<file path="src/rtl/mist_spi_user_rx.sv">
// SPI slave front end for the MiST IO controller's user-IO link: oversamples SCK/MOSI/SS in the
// clk50mhz domain, decodes buttons, joysticks and status, and queues PS/2 keyboard bytes.
module mist_spi_user_rx #(
  parameter logic [7:0]  CORE_TYPE      = 8'hA4,
  parameter int unsigned KBD_DEPTH_LOG2 = 3
) (
  input  logic        clk50mhz,
  input  logic        rst_n,
  input  logic        mist_sck,
  input  logic        mist_mosi,
  input  logic        mist_confdata0,
  output logic        mist_miso,
  output logic [1:0]  buttons,
  output logic [1:0]  switches,
  output logic [7:0]  joy0,
  output logic [7:0]  joy1,
  output logic [31:0] status,
  output logic        status_upd,
  output logic [7:0]  kbd_data,
  output logic        kbd_valid,
  input  logic        kbd_ack,
  output logic        kbd_ovf
);

  localparam int unsigned KbdDepth = 1 << KBD_DEPTH_LOG2;

  typedef enum logic [1:0] {StIdle, StCmd, StData} state_e;

  logic [1:0] sck_sync_q, mosi_sync_q, ss_sync_q;
  logic       sck_last_q, ss_last_q;
  logic       sck_rise, sck_fall, ss_fall, ss_high, mosi_bit;

  // SS synchroniser resets low so a frame already in progress at reset is never picked up.
  always_ff @(posedge clk50mhz or negedge rst_n) begin
    if (!rst_n) begin
      sck_sync_q  <= '0;
      mosi_sync_q <= '0;
      ss_sync_q   <= '0;
      sck_last_q  <= 1'b0;
      ss_last_q   <= 1'b0;
    end else begin
      sck_sync_q  <= {sck_sync_q[0], mist_sck};
      mosi_sync_q <= {mosi_sync_q[0], mist_mosi};
      ss_sync_q   <= {ss_sync_q[0], mist_confdata0};
      sck_last_q  <= sck_sync_q[1];
      ss_last_q   <= ss_sync_q[1];
    end
  end

  assign sck_rise = sck_sync_q[1] & ~sck_last_q;
  assign sck_fall = ~sck_sync_q[1] & sck_last_q;
  assign ss_fall  = ~ss_sync_q[1] & ss_last_q;
  assign ss_high  = ss_sync_q[1];
  assign mosi_bit = mosi_sync_q[1];

  state_e     state_q, state_d;
  logic [2:0] bitcnt_q, bitcnt_d;
  logic [7:0] bytecnt_q, bytecnt_d;
  logic [7:0] shift_q, shift_d;
  logic [7:0] cmd_q, cmd_d;
  logic       miso_q, miso_d;
  logic       byte_done;
  logic [7:0] rx_byte;

  always_comb begin
    state_d   = state_q;
    bitcnt_d  = bitcnt_q;
    bytecnt_d = bytecnt_q;
    shift_d   = shift_q;
    cmd_d     = cmd_q;
    miso_d    = miso_q;
    byte_done = 1'b0;
    rx_byte   = {shift_q[6:0], mosi_bit};
    case (state_q)
      StIdle: begin
        bitcnt_d  = '0;
        bytecnt_d = '0;
        miso_d    = 1'b0;
        if (ss_fall) begin
          state_d = StCmd;
          miso_d  = CORE_TYPE[7];
        end
      end
      StCmd: begin
        if (sck_rise) begin
          shift_d  = rx_byte;
          bitcnt_d = bitcnt_q + 3'd1;
          if (bitcnt_q == 3'd7) begin
            cmd_d     = rx_byte;
            state_d   = StData;
            bytecnt_d = '0;
            miso_d    = 1'b0;
          end
        end else if (sck_fall) begin
          // After k rising edges the master expects CORE_TYPE bit 7-k.
          miso_d = CORE_TYPE[~bitcnt_q];
        end
      end
      StData: begin
        miso_d = 1'b0;
        if (sck_rise) begin
          shift_d  = rx_byte;
          bitcnt_d = bitcnt_q + 3'd1;
          if (bitcnt_q == 3'd7) begin
            byte_done = 1'b1;
            if (bytecnt_q != 8'hFF) bytecnt_d = bytecnt_q + 8'd1;
          end
        end
      end
      default: state_d = StIdle;
    endcase
    if (ss_high && state_q != StIdle) begin
      state_d   = StIdle;
      bitcnt_d  = '0;
      bytecnt_d = '0;
      miso_d    = 1'b0;
      byte_done = 1'b0;
    end
  end

  always_ff @(posedge clk50mhz or negedge rst_n) begin
    if (!rst_n) begin
      state_q   <= StIdle;
      bitcnt_q  <= '0;
      bytecnt_q <= '0;
      shift_q   <= '0;
      cmd_q     <= '0;
      miso_q    <= 1'b0;
    end else begin
      state_q   <= state_d;
      bitcnt_q  <= bitcnt_d;
      bytecnt_q <= bytecnt_d;
      shift_q   <= shift_d;
      cmd_q     <= cmd_d;
      miso_q    <= miso_d;
    end
  end

  assign mist_miso = miso_q;

  logic [23:0] shadow_q;

  always_ff @(posedge clk50mhz or negedge rst_n) begin
    if (!rst_n) begin
      buttons    <= '0;
      switches   <= '0;
      joy0       <= '0;
      joy1       <= '0;
      status     <= '0;
      status_upd <= 1'b0;
      shadow_q   <= '0;
    end else begin
      status_upd <= 1'b0;
      if (byte_done) begin
        case (cmd_q)
          8'h01: if (bytecnt_q == 8'd0) {switches, buttons} <= rx_byte[3:0];
          8'h02: if (bytecnt_q == 8'd0) joy0 <= rx_byte;
          8'h03: if (bytecnt_q == 8'd0) joy1 <= rx_byte;
          8'h1E: begin
            if (bytecnt_q < 8'd3) begin
              shadow_q[{bytecnt_q[1:0], 3'b000} +: 8] <= rx_byte;
            end else if (bytecnt_q == 8'd3) begin
              status     <= {rx_byte, shadow_q};
              status_upd <= 1'b1;
            end
          end
          default: ;
        endcase
      end
    end
  end

  logic [KBD_DEPTH_LOG2:0] wr_ptr_q, rd_ptr_q;
  logic [7:0]              kbd_mem_q [KbdDepth];
  logic                    kbd_push, kbd_pop, kbd_full, push_ok;

  assign kbd_push  = byte_done && (cmd_q == 8'h05);
  assign kbd_valid = (wr_ptr_q != rd_ptr_q);
  assign kbd_full  = (wr_ptr_q[KBD_DEPTH_LOG2] != rd_ptr_q[KBD_DEPTH_LOG2]) &&
                     (wr_ptr_q[KBD_DEPTH_LOG2-1:0] == rd_ptr_q[KBD_DEPTH_LOG2-1:0]);
  assign kbd_pop   = kbd_valid && kbd_ack;
  // A same-cycle pop frees the head slot, which is exactly where a full FIFO writes.
  assign push_ok   = kbd_push && (!kbd_full || kbd_pop);
  assign kbd_data  = kbd_mem_q[rd_ptr_q[KBD_DEPTH_LOG2-1:0]];

  always_ff @(posedge clk50mhz or negedge rst_n) begin
    if (!rst_n) begin
      wr_ptr_q <= '0;
      rd_ptr_q <= '0;
      kbd_ovf  <= 1'b0;
      for (int i = 0; i < KbdDepth; i++) kbd_mem_q[i] <= '0;
    end else begin
      if (push_ok) begin
        kbd_mem_q[wr_ptr_q[KBD_DEPTH_LOG2-1:0]] <= rx_byte;
        wr_ptr_q <= wr_ptr_q + 1'b1;
      end
      if (kbd_pop) rd_ptr_q <= rd_ptr_q + 1'b1;
      if (kbd_push && kbd_full && !kbd_pop) kbd_ovf <= 1'b1;
    end
  end

endmodule

</file>
<file path="config.mk">
export PLATFORM = sky130hd
export DESIGN_NAME = mist_spi_user_rx
export DESIGN_NICKNAME = d
export VERILOG_FILES = /design/src/rtl/mist_spi_user_rx.sv
export SDC_FILE = /design/constraint.sdc
export NUM_CORES = 1
export LEC_CHECK = 0
export ABC_AREA = 1
export BUFFER_PORTS_ARGS = -buffer_cell sky130_fd_sc_hd__buf_2
export CORE_ASPECT_RATIO = 1.5
export CORE_MARGIN = 5
export CORE_UTILIZATION = 45
export DETAILED_ROUTE_END_ITERATION = 10
export GPL_TIMING_DRIVEN = 0
export PLACE_DENSITY_LB_ADDON = 0.12
export SKIP_LAST_GASP = 1
export SLEW_MARGIN = 10
export SYNTH_ARGS = -nofsm -noshare
export SYNTH_HDL_FRONTEND = slang
export SYNTH_SLANG_ARGS = --single-unit
export TNS_END_PERCENT = 10
</file>
<file path="constraint.sdc">
create_clock -name clk50mhz -period 4.6 [get_ports clk50mhz]
set_input_delay 0.92 -clock clk50mhz [delete_from_list [all_inputs] [get_ports clk50mhz]]
set_output_delay 0.92 -clock clk50mhz [all_outputs]
set_load 0.05 [all_outputs]
</file>
## Word-level counts from Yosys, hierarchy flattened

Memories as Yosys holds them, arrays and structs flattened.
Index checks and enable logic that the tools add are counted.

- Bits in read-only memories: 8
- Register bits: 187
- Output and inout bits: 64
- Memories kept: 1
- Bits of input ports: 6
- Word-level logic and storage cells: 140

- Bitwise operators: 10
- $lt $le $gt $ge: 5
- Reduce and logical (&&, ||, !) cells: 28
- Equality and inequality tests: 23
- $add $sub $neg: 5
- Muxes and demuxes: 37
- Shift-type cells: 2

Memories:

| memory | depth | width | rd ports | clocked after memory_dff | wr ports | RTL line | source |
|---|---|---|---|---|---|---|---|
| (name not given) | 8 | 1 | 1 | 0 | 0 | 96 | `miso_d = CORE_TYPE[~bitcnt_q];` |

Operators with widths:

| cell | number |
|---|---|
| 2-to-1 mux 8 bit | 9 |
| bitwise mux 64 bit | 1 |
| binary-select mux 8 bit (select 3 bit) | 1 |
| bitwise mux 24 bit | 1 |
| demux 8 bit (select 3 bit) | 1 |
| equality test 8 x 2 -> 1 bit, second input constant | 3 |
| case mux 8 bit (3 select lines) | 1 |
| variable shift 8 x 7 -> 24 bit, first input constant | 1 |
| indexed part select 8 x 7 -> 24 bit | 1 |
| inequality test 3 bit, second input constant | 6 |
| AND reduction 3 bit | 6 |
| 2-to-1 mux 1 bit | 14 |
| adder 4 x 1 -> 4 bit, second input constant | 2 |
| adder 8 x 1 -> 8 bit, second input constant | 1 |
| equality test 8 x 1 -> 1 bit, second input constant | 1 |
| equality test 8 x 3 -> 1 bit, second input constant | 1 |
| equality test 8 x 5 -> 1 bit, second input constant | 1 |
| greater-or-equal comparator 4 bit, second input constant | 2 |
| logical AND 1 bit | 8 |
| logical NOT 8 bit | 1 |
| less-than comparator 8 x 2 -> 1 bit, second input constant | 1 |
| 2-to-1 mux 2 bit | 4 |
| inequality test 4 bit, second input constant | 2 |
| inequality test 8 bit, second input constant | 1 |
| 30 further kinds | 40 |

## Logic depth before layout (Yosys ltp)

- Word-level depth: 8
- Gate-level depth with buffers: 11
- Gate-level depth less buffers: 11

## Least setup slack after synthesis

Ideal clock, no wire load.

- Kind: reg2out
- Start: register rd_ptr_q[0]
- End: output kbd_data[6]
- Cell stages (with the launch flop): 8
- Arrival: 1.495 ns
- Required time: 3.680 ns
- Path buffers: 2
- Slack: 2.185 ns
- Cell sequence: dfrtp_1 -> buf_4 -> inv_2 -> clkbuf_1 -> nor2_1 -> o22ai_1 -> nand2_1 -> nand2_1

- Longest elaborated chain between the ends: 4

RTL lines:

| item | RTL line | source |
|---|---|---|
| start, declared | 173 | `logic [KBD_DEPTH_LOG2:0] wr_ptr_q, rd_ptr_q;` |
| start signal, assigned | 197 | `if (kbd_pop) rd_ptr_q <= rd_ptr_q + 1'b1;` |
| NOT 3 -> 4 bit (implied by the code) | 184 | `assign kbd_data = kbd_mem_q[rd_ptr_q[KBD_DEPTH_LOG2-1:0]];` |
| binary-select mux 8 bit (select 3 bit) | 184 |  |
| 2-to-1 mux 8 bit (implied by the code) (2 in a row) | 184 |  |
| end, declared | 19 | `output logic [7:0] kbd_data,` |

Every way passes these cells. The select of a mux whose other input is x is not followed.

## Worst setup path in the final report

- Start: register rd_ptr_q[0]
- End: output kbd_data[3]

The elaborated chain is that of the path after synthesis.

==> flow_summary_export.csv <==
group,metric,value,unit
final_layout,diodes,0,
synthesis,syn_area_per_cell,8.350,sq um
timing,slew-limit-headroom,0.4572,
clock_network,cts_buffer_depth,2,
synthesis,synth.net_count,1135,
final_layout,area_growth,14.21,%
power,netSwitchingFraction,0.3143,
floorplanning,fp.dieH,186.1,microns
route,post-route-drc-count,0,
synthesis,yosys_most_used_dff,"dfrtp_1",
setup_path,required,3680,ps
floorplanning,die-width,127.4,microns
timing,grt_setup_unrepaired,"no",
clock_network,cts_made_buffers,17,
synthesis,syn_area,9301,sq um
synthesis,synth_edf_count,0,
timing,finalCritPeriodShare,0.7182,
clock_network,post_cts_resize_count,0,
synthesis,synth_xor_area_frac,0.004708,
setup_path,reg2reg_depth,7,
outcome,status,"completed",
clock_network,insertion_delay,440,ps
setup_path,path_cells,"buf_4 -> inv_2 -> clkbuf_1 -> nor2_1 -> o22ai_1 -> nand2_1 -> nand2_1 -> buf_2",
final_layout,fin_cells,1480,
synthesis,synthTopCellsByArea,"dfrtp_1 50%, nand2_1 17%, nand4_1 6.9%",
clock_network,clk_pin_slew,70,ps
hold_path,hold_depth,0,
power,total_power,0.003971,W
route,drtIter0Drc,618,
setup_path,cp-start-kind,"flip-flop",
setup_path,critPathKind,"flip-flop to primary output",
synthesis,synth-seq-area-share,0.5031,
synthesis,yosysMostFrequentCell,"nand2_1",
clock_network,post_cts_buffers,0,
synthesis,yosysTopAreaCellShare,0.5031,
route,dr.pass1.iters,5,
setup_path,path_buf_inv,4,
setup_path,slowest_delay,430,ps
synthesis,synth_commonest_cells,"430 x nand2_1, 187 x dfrtp_1, 103 x nand4_1",
flow_run,maxCapViolCount,0,
power,switching_power,0.001248,W
power,internal-power,0.002723,W
synthesis,synth_cell_types,37,
global_routing,grt_pass1_vias,7919,
global_routing,antenna_found_initial,0,
global_routing,grt_max_degree,103,
setup_path,crit_fanout,10,
timing,fin_crit,3304,ps
synthesis,synth-compound-area-share,0.05085,
final_layout,final_nets,1224,
placed_design,dpl.hpwl,18190,microns
placed_design,routabilityCongestion,0.8726,
power,leakagePower,5.672,nW
synthesis,netlist_instances,1114,
power,ir_drop,0.2222,mV
clock_network,htreeDepth,4,
synthesis,synthAdderAreaFrac,0.02018,
timing,fmax,302.7,MHz
placed_design,place_area,10010,sq um
synthesis,muxShareOfSynthArea,0,
setup_path,critPathSlowestCell,"clkbuf_1",
clock_network,cts-root-buf,"clkbuf_16",
route,wl_per_cell,17.47,microns
power,powerDensity,373.8,nW/um^2
floorplanning,initial_core_util,0.4555,
timing,skew,12.16,ps
setup_path,end_kind,"primary output",
synthesis,yosys.area.top_type,"dfrtp_1",
synthesis,ys.warnings.count,0,
setup_path,cp_common_cell,"nand2_1",
synthesis,ys_ff_latch,187,
global_routing,grt_pass1_wl,42740,microns
hold_path,hold_class,"flip-flop to flip-flop",
global_routing,grt_usage,0.2303,
final_layout,final_area,10620,sq um
synthesis,synth_top_family_by_area,"simple AND/OR/NAND/NOR gates",
route,vias,7918,
timing,tightest_slew,814.2,ps
clock_network,cts_hold_buffers,0,
synthesis,yosys.area_share.simple,0.3476,
power,seq_power_share,0.447,
timing,finalSetupViolations,0,
route,totalWireLength,25860,microns
setup_path,arrival,2380,ps
floorplanning,core,20420,sq um
route,viasPerCell,5.350,
power,p_comb_frac,0.166,
global_routing,overflow,0,
clock_network,cts_tree,"done",
floorplanning,die-area,23700,sq um
synthesis,async_flop_share,1.000,
route,drtAntennaViolNets,0,
placed_design,place_inst,1448,
final_layout,drive_above_1_share,0.1579,
timing,hold_violations,0,
placed_design,port_buffers,69,
setup_path,cp.depth,8,
power,clkPwrFrac,0.386,
floorplanning,io_pins,70,
floorplanning,rows,64,
clock_network,clock-sinks,187,
setup_path,crit_family,"buffers and inverters",
timing,final_max_slew_viol_count,0,
[layer usage]
metal,share of wire,vias to the layer above,track usage
li1,-,3855,-
met1,0.40,3828,0.2773
met2,0.53,184,0.4115
met3,0.036,51,0.03503
met4,0.032,0,0.09146
met5,0,-,0
[per-stage QoR]
stage	hold WS (ps)	util	worst slack, ps	TNS, ps
2_1_floorplan	331.2	-	2185	0
3_3_place_gp	331.9	0.4886	-600.1	-107630
3_5_place_dp	335.5	0.4904	1819	0
4_1_cts	350.6	0.5202	1330	0
5_1_grt	364.2	0.5202	1227	0
6_report	350.0	0.5202	1296	0
[placed cells by master, fill, tap and decap left out, types with 15 or more instances in the layout]
cell	synthesis	layout
o21ai_0	64	64
clkbuf_16	0	17
nand3_1	50	50
buf_2	19	87
inv_1	44	44
nand4_1	103	103
ha_1	15	15
buf_6	17	17
nand2_1	430	430
o22ai_1	16	16
nor2_1	82	82
dfrtp_1	187	187
clkbuf_1	13	15
[sequential cells by signal (all words and copies together), names as in the netlist, 3 cells and up]
signal,flops
bytecnt_q,8
status,32
bitcnt_q,3
joy0,8
shadow_q,24
shift_q,7
cmd_q,8
joy1,8
kbd_mem_q,64
wr_ptr_q,4
rd_ptr_q,4
[cells by family after synthesis]
logic type | after synthesis
AND/OR/NAND/NOR | 707
flip-flops | 187
buffers and inverters | 112
AO/OA/AOI/OAI | 88
adder cells (fa/ha/maj) | 15
XOR/XNOR | 5
[final timing paths]
kind | slack [ps] | endpoint | startpoint
worst max-delay path | 1300 | kbd_data[3] | rd_ptr_q[0]
worst min-delay path | 350 | ss_sync_q[1] | ss_sync_q[0]
worst max register to register | 2370 | joy1[2] | bytecnt_q[0]
worst min register to register | 350 | ss_sync_q[1] | ss_sync_q[0]
max in group asynchronous | 3160 | status[20] | rst_n
min in group asynchronous | 520 | wr_ptr_q[2] | rst_n
[cell type report]
class / count / area (sq um)
inverter: 53 / 202.7
tap: 264 / 330.3
clock inverter: 12 / 161.4
sequential: 187 / 4679
buffer: 59 / 481.7
fill: 2022 / 9797
timing repair buffer: 70 / 382.9
multi-input combinational: 815 / 3938
clock buffer: 20 / 446.7
[power groups by stage]
stage / combinational [W] / sequential, W / clock, W
after floorplan: 0.000413 / 0.00178 / 0
after global placement: 0.000652 / 0.00181 / 0
after detailed placement: 0.000657 / 0.00181 / 0
after CTS: 0.000660 / 0.00178 / 0.00157
after global routing: 0.000738 / 0.00178 / 0.00164
final: 0.000661 / 0.00178 / 0.00153
(Power assumes the default switching activity.)
